File: src/rtl/unified_mem_ctrl.sv
// Purpose: shares one single-ported, fixed-latency unified memory between the fetch and data ports.
// Latency: request seen in IDLE at cycle 0 -> m_en at cycle 1 -> m_rdata captured at 1+LAT -> ack at 2+LAT.
// Backpressure: requesters hold req until their one-cycle ack; one access per LAT+3 cycles, stall = req & ~ack.
//
// Ports:
//   clk, rst                    : rising-edge clock, asynchronous active-low reset
//   if_req/if_addr              : fetch request (level) and byte address
//   if_ack/if_rdata/if_stall    : fetch ack pulse, fetched word, PC freeze
//   d_req/d_we/d_addr/d_wdata   : data request (level), store flag, byte address, store data
//   d_ack/d_rdata/d_stall       : data ack pulse, load data, pipeline freeze
//   m_en/m_we/m_addr/m_wdata    : memory strobe (one cycle per access), write enable, word address, write data
//   m_rdata                     : memory read data, valid LAT cycles after m_en
//
// Build option: define UNIFIED_MEM_CTRL_RR_EN for round-robin arbitration; otherwise data wins over fetch.
module unified_mem_ctrl #(
  parameter int AW  = 32,
  parameter int DW  = 32,
  parameter int LAT = 2
) (
  input  logic          clk,
  input  logic          rst,
  input  logic          if_req,
  input  logic [AW-1:0] if_addr,
  output logic          if_ack,
  output logic [DW-1:0] if_rdata,
  output logic          if_stall,
  input  logic          d_req,
  input  logic          d_we,
  input  logic [AW-1:0] d_addr,
  input  logic [DW-1:0] d_wdata,
  output logic          d_ack,
  output logic [DW-1:0] d_rdata,
  output logic          d_stall,
  output logic          m_en,
  output logic          m_we,
  output logic [AW-3:0] m_addr,
  output logic [DW-1:0] m_wdata,
  input  logic [DW-1:0] m_rdata
);

  typedef enum logic [1:0] {IDLE, ISSUE, WAIT, RESP} state_t;

  state_t     state;
  logic [3:0] cnt;
  logic       win_d;   // latched winner: 1 = data port, 0 = fetch port
  logic       win_we;  // latched store flag of the winner
  logic       grant_d; // data port wins if a request is taken this cycle

  // Byte-offset bits are dropped by design.
  logic unused_addr_lsb;
  assign unused_addr_lsb = ^{if_addr[1:0], d_addr[1:0]};

  assign if_stall = if_req & ~if_ack;
  assign d_stall  = d_req & ~d_ack;

`ifdef UNIFIED_MEM_CTRL_RR_EN
  logic rr_ptr; // 0 = fetch has priority on a collision, 1 = data

  assign grant_d = d_req & (~if_req | rr_ptr);

  // The pointer moves to the served port whenever the port it named was not
  // the one served, so it only changes after an access by the other side.
  always_ff @(posedge clk or negedge rst) begin
    if (!rst) begin
      rr_ptr <= 1'b0;
    end else if (state == RESP && win_d != rr_ptr) begin
      rr_ptr <= ~rr_ptr;
    end
  end
`else
  assign grant_d = d_req;
`endif

  always_ff @(posedge clk or negedge rst) begin
    if (!rst) begin
      state    <= IDLE;
      cnt      <= 4'd0;
      win_d    <= 1'b0;
      win_we   <= 1'b0;
      m_en     <= 1'b0;
      m_we     <= 1'b0;
      m_addr   <= '0;
      m_wdata  <= '0;
      if_ack   <= 1'b0;
      d_ack    <= 1'b0;
      if_rdata <= '0;
      d_rdata  <= '0;
    end else begin
      case (state)
        IDLE: begin
          if (if_req || d_req) begin
            // Winner fields are frozen here until the access retires.
            state  <= ISSUE;
            m_en   <= 1'b1;
            win_d  <= grant_d;
            win_we <= grant_d & d_we;
            m_we   <= grant_d & d_we;
            m_addr <= grant_d ? d_addr[AW-1:2] : if_addr[AW-1:2];
            if (grant_d) m_wdata <= d_wdata;
          end
        end
        ISSUE: begin
          m_en  <= 1'b0;
          m_we  <= 1'b0;
          cnt   <= 4'(LAT);
          state <= WAIT;
        end
        WAIT: begin
          cnt <= cnt - 4'd1;
          // cnt == 1 marks the cycle in which m_rdata is valid.
          if (cnt == 4'd1) begin
            if (!win_we) begin
              if (win_d) d_rdata  <= m_rdata;
              else       if_rdata <= m_rdata;
            end
            d_ack  <= win_d;
            if_ack <= ~win_d;
            state  <= RESP;
          end
        end
        RESP: begin
          d_ack  <= 1'b0;
          if_ack <= 1'b0;
          state  <= IDLE;
        end
        default: state <= IDLE;
      endcase
    end
  end

endmodule

File: config.mk
export PLATFORM = sky130hd
export DESIGN_NAME = unified_mem_ctrl
export DESIGN_NICKNAME = d
export VERILOG_FILES = /design/src/rtl/unified_mem_ctrl.sv
export SDC_FILE = /design/constraint.sdc
export NUM_CORES = 1
export LEC_CHECK = 0
export ABC_AREA = 0
export ABC_CLOCK_PERIOD_IN_PS = 2650
export CORE_ASPECT_RATIO = 1.25
export CORE_MARGIN = 2
export CORE_UTILIZATION = 41
export DETAILED_ROUTE_END_ITERATION = 10
export MAX_ROUTING_LAYER = met4
export PLACE_DENSITY = 0.8
export SLEW_MARGIN = 20
export SYNTH_ARGS = -nofsm -noshare
export SYNTH_HDL_FRONTEND = slang
export SYNTH_SLANG_ARGS = --single-unit
File: constraint.sdc
create_clock -name clk -period 2.65 [get_ports clk]
set_clock_uncertainty 0.05 [all_clocks]
set_input_delay 0.265 -clock clk [delete_from_list [all_inputs] [get_ports clk]]
set_output_delay 0.265 -clock clk [all_outputs]
set_load 0.005 [all_outputs]
Word level (Yosys, flattened, before mapping)
Index checks and enable logic that the tools add are counted.
- register bits: 138
- input bits: 133
- reductions and logical operators: 12
- add/sub/neg operators: 1
- equality and inequality tests: 6
- bitwise gates (word level): 7
- mux-type cells: 13
- operators with widths (kind ; count):
    $mux W30 ; 1
    $pmux W1 S2 ; 4
    $pmux W2 S4 ; 1
    $pmux W4 S2 ; 1
    $reduce_and A2 Y1 ; 4
    $reduce_and A4 Y1 ; 2
    $reduce_bool A2 Y1 ; 3
    $eq A2 B2 Y1 const B ; 2
    $eq A4 B1 Y1 const B ; 1
    $mux W1 ; 4
    $mux W2 ; 2
    $ne A2 B2 Y1 const B ; 2
    $not A1 Y1 ; 4
    $sub A4 B1 Y4 const B ; 1
    $and A1 B1 Y1 ; 3
    $reduce_and A3 Y1 ; 1
    $eq A2 B1 Y1 const B ; 1
    $logic_not A2 Y1 ; 1
    $logic_or A1 B1 Y1 ; 1

Depth between registers and ports, before layout
- depth in word-level cells: 3
- gate-level depth with buffers: 8
- depth with buffers taken out: 5

Least setup slack after synthesis
No wires, ideal clock.
- path type: register -> register
- from: reg cnt[1]
- to: reg if_rdata[0]
- arrival: 2.071 ns
- slack: 0.404 ns
- setup time: 0.125 ns
- cell stages (with the launch flop): 9
- path buffers: 3
- period minus slack after synthesis: 2.246 ns
- path through: dfrtp_1 -> inv_1 -> ha_1 -> or3b_1 -> buf_2 -> or4b_4 -> buf_6 -> buf_12 -> mux2_4
- cells in the longest elaborated chain, start to end: 2
- RTL lines (item ; line ; RTL):
    start, declared ; 44 ; logic [3:0] cnt;
    start signal, assigned ; 105 ; cnt <= 4'(LAT);
    start signal, assigned ; 109 ; cnt <= cnt - 4'd1;
    $eq A4 B1 Y1 ; 111 ; if (cnt == 4'd1) begin
    $reduce_and A4 Y1 (no line) ; - ;
    end signal, assigned ; 114 ; else if_rdata <= m_rdata;
    end, declared ; 25 ; output logic [DW-1:0] if_rdata,
No other way between the ends.
A chain may end at the register's enable or synchronous reset.

Final worst setup path
- from: reg cnt[1]
- to: reg if_rdata[11]
Same word-level chain as after synthesis.

==> out/summary.log <==
[route] Routed WL per cell 16.8 µm
[cts] CTS tree done
[setup_path] slowest stage cell on the critical path sky130_fd_sc_hd__or4b_4
[place] Post-DP HPWL 10700 µm
[cts] buffer levels on the longest clock path 2
[sta] final worst path period share 88.6%
[pwr] switching power 2.66 mW
[pwr] Logic pwr share 39.0%
[floorplanning] Core Box Area 0.0137 mm²
[route] number of iterations in the first detailed-routing pass 4
[yosys] leading cell types by total area after synthesis sky130_fd_sc_hd__dfrtp_1 (60%), sky130_fd_sc_hd__mux2_2 (13%), sky130_fd_sc_hd__mux2_4 (7.9%)
[sta] number of failing hold endpoints at the final stage 0
[yosys] post-synthesis net count 541
[setup_path] Max stage delay on crit path 0.54 ns
[pwr] clock share of power 23.9%
[yosys] ranking of synthesized cells by instance count sky130_fd_sc_hd__dfrtp_1 (138), sky130_fd_sc_hd__mux2_2 (67), sky130_fd_sc_hd__nand2_1 (36)
[setup_path] timing endpoint of the critical path if_rdata[11]
[sta] achievable frequency 0.426 GHz
[sta] Worst Max-Slew Pin Slew 0.628 ns
[yosys] number of storage elements in the synthesis netlist 138
[place] routability congestion estimate from global placement 0.734
[setup_path] R2R depth 6
[setup_path] crit path kind register to register
[yosys] warning count from the yosys run 0
[setup_path] Worst R2R Start cnt[1]
[worst_hold_path] worst min-delay path category input port to register
[pwr] Switching Fraction 27.8%
[setup_path] total number of cells along the worst setup path 6
[pwr] overall power 9.55 mW
[floorplanning] die height 136 µm
[yosys] EDFF count, synth 0
[yosys] Syn Std Cell Area 0.00572 mm²
[yosys] post-synth top area share 60.4%
[floorplanning] std cell rows 48
[place] post-detailed-placement cell area 0.00849 mm²
[cts] Inserted Clock Buffers 17
[setup_path] family with the most delay on the worst path simple AND/OR/NAND/NOR gates
[pwr] areal power density over the cells 1050 mW/mm²
[yosys] ys async rst share 100%
[global_routing] vias in the first global route 4415
[yosys] count leader, synth sky130_fd_sc_hd__dfrtp_1
[global_routing] pin count of the biggest net entering global routing 69
[global_routing] Remaining Overflow, GRT 0
[cells_and_area] Final nets 804
[floorplanning] number of top-level pins 265
[setup_path] crit start category register
[pwr] static leakage 4.07 nW
[sta] minimum period implied by the final worst setup slack 2.35 ns
[cells_and_area] share of cells above drive strength 1 20.8%
[sta] final worst hold slack 0.194 ns
[cts] H-tree depth 4
[route] mean number of vias per cell 4.88
[cts] clock network latency to the later pin of the worst-skew pair 0.41 ns
[yosys] sequential share of the synthesized area 60.4%
[yosys] synthesized instance count 402
[setup_path] Critical Path Sink Type register
[sta] Sum Neg Setup Slack 0 ns
[global_routing] GR Util All Layers 20.3%
[pwr] cell-internal power 6.89 mW
[route] final WL 14400 µm
[cells_and_area] area grow syn2layout 58.7%
[yosys] number of different library cells in the post-synthesis netlist 30
[setup_path] number of buffer and inverter stages on the critical path 2
[pwr] peak ir drop on the vdd network 0.000606 V
[sta] final setup vio count 0
[cts] cell at the root of the clock tree sky130_fd_sc_hd__clkbuf_16
[route] total via count after detailed routing 4162
[floorplanning] die width 110 µm
[flow_run] number of maximum-capacitance constraint violations 0
[setup_path] required time at the endpoint of the critical path 2.89 ns
[sta] Max Transition Viols Final 0
[setup_path] flop-to-flop setup slack 0.30 ns
[setup_path] crit path max fanout 32
[route] count of nets left with antenna violations after detail routing 0
[place] count of input and output buffers 260
[setup_path] terminus of the critical flop-to-flop path if_rdata[11]
[floorplanning] full die area 0.0149 mm²
[pwr] sequential fraction of design power 37.0%
[floorplanning] starting utilization of the core area 41.8%
[sta] setup repair after global routing missed its margin no
[setup_path] launching instance or port of the critical path cnt[1]
[route] number of violations reported at the end of detailed-routing iteration 0 108
[global_routing] number of antenna violations at the first check in global routing 0
[cells_and_area] # diodes 0
[sta] worst relative slew slack 58.1%
[setup_path] critical path arrival 2.59 ns
[cts] Resized cells post-CTS 0
[cts] number of sinks on the clock net 138
[cts] clock input transition at the sequential cells of the worst setup and hold paths 0.06 ns
[yosys] post-synthesis average cell area 14.2 µm²
[setup_path] worst-path cell chain inv_1 -> ha_1 -> or3b_1 -> or4b_4 -> buf_12 -> mux2_4
[cells_and_area] cell area after layout 0.00907 mm²
[yosys] Top FF cell, synth sky130_fd_sc_hd__dfrtp_1
[yosys] biggest area consumer among synthesized cells sky130_fd_sc_hd__dfrtp_1
[run_status] run status finished clean
[global_routing] first-pass GRT wire length 22300 µm
[route] drt drc 0
sequential cells by signal (all words and copies together) (netlist names):
register	cells
d_ack	1
cnt	4
state	2
m_we	1
if_rdata	32
d_rdata	32
win_we	1
m_addr	30
if_ack	1
m_wdata	32
m_en	1
win_d	1
metrics by stage:
stage	cells	setup WS [ns]	utilization, %
detailed placement	820	0.321	62.0
global route	853	0.243	66.3
floorplan	402	0.404	-
CTS	853	0.317	66.3
global placement	820	0.385	62.0
finish	853	0.302	66.3
layer usage:
metal  routed length [µm]  GRT usage (%)  up-vias
met4                  326           9.35        0
met5                    0              -        -
met1                 5360           21.4     2015
met3                 1240           6.09       23
li1                     -              -     1934
met2                 7430           34.5      190
worst register-to-register path, stage by stage, from the launching register on:
cell                      delay (ns)
sky130_fd_sc_hd__dfrtp_1        0.39
sky130_fd_sc_hd__inv_1          0.09
sky130_fd_sc_hd__ha_1           0.14
sky130_fd_sc_hd__or3b_1         0.47
sky130_fd_sc_hd__or4b_4         0.54
sky130_fd_sc_hd__buf_12         0.20
sky130_fd_sc_hd__mux2_4         0.37
layout by cell type, fill, tap and decap left out, types with 2 or more instances in the layout:
cell type,Yosys,routed
sky130_fd_sc_hd__buf_4,0,4
sky130_fd_sc_hd__o21ai_0,33,33
sky130_fd_sc_hd__nand3b_1,3,3
sky130_fd_sc_hd__buf_12,3,3
sky130_fd_sc_hd__nand3_1,6,6
sky130_fd_sc_hd__ha_1,6,6
sky130_fd_sc_hd__inv_6,0,2
sky130_fd_sc_hd__inv_1,7,7
sky130_fd_sc_hd__a21oi_1,2,2
sky130_fd_sc_hd__dfrtp_1,138,138
sky130_fd_sc_hd__clkinv_2,0,3
sky130_fd_sc_hd__clkbuf_16,0,17
sky130_fd_sc_hd__mux2i_1,30,30
sky130_fd_sc_hd__bufinv_16,0,2
sky130_fd_sc_hd__a31oi_1,2,2
sky130_fd_sc_hd__mux2_2,67,67
sky130_fd_sc_hd__clkdlybuf4s50_1,0,258
sky130_fd_sc_hd__nor2b_1,4,4
sky130_fd_sc_hd__clkinv_4,0,2
sky130_fd_sc_hd__nor2_1,3,2
sky130_fd_sc_hd__mux2_4,30,30
sky130_fd_sc_hd__clkinvlp_4,0,5
sky130_fd_sc_hd__nand2_1,36,36
cell families (layout without fill, tap and decap cells):
group	Yosys count	in the layout	share of synthesized area [%]
mux	127	127	26.3
simple gates	57	57	4.73
buf+inv	31	307	3.11
flops	138	138	60.4
compound gates	43	43	4.14
fa+ha+maj	6	6	1.31
cell type report:
class                      instances  area, µm²
tap                              175        219
fill                            1014       4620
timing repair buffer             268       2700
clock buffer                      18        429
multi-input combinational        233       2100
sequential                       138       3450
clock inverter                    14        148
inverter                           7       26.3
how the worst min path moves through the flow:
stage,start,slack [ns],cells after the start,endpoint
6_report,d_req,0.19,2,win_we
5_1_grt,d_req,0.19,2,win_we
3_5_place_dp,rst,0.26,1,if_rdata[22]
3_3_place_gp,rst,0.25,1,if_rdata[22]
4_1_cts,d_req,0.17,2,win_we
2_1_floorplan,rst,-0.08,0,cnt[0]
what timing repair did:
| item | CTS | global route |
|---|---|---|
| setup buffers | 0 | 0 |
| hold endpoints to repair | 66 | 0 |
| hold buffers | 1 | 0 |
power by group through the flow:
stage	clock network (mW)	logic (mW)	registers (mW)
2_1_floorplan	0	1.39	3.57
3_5_place_dp	0	3.76	3.57
3_3_place_gp	0	3.64	3.50
5_1_grt	2.43	4.06	3.65
6_report	2.29	3.73	3.53
4_1_cts	2.34	3.79	3.54
(Power assumes the default switching activity.)
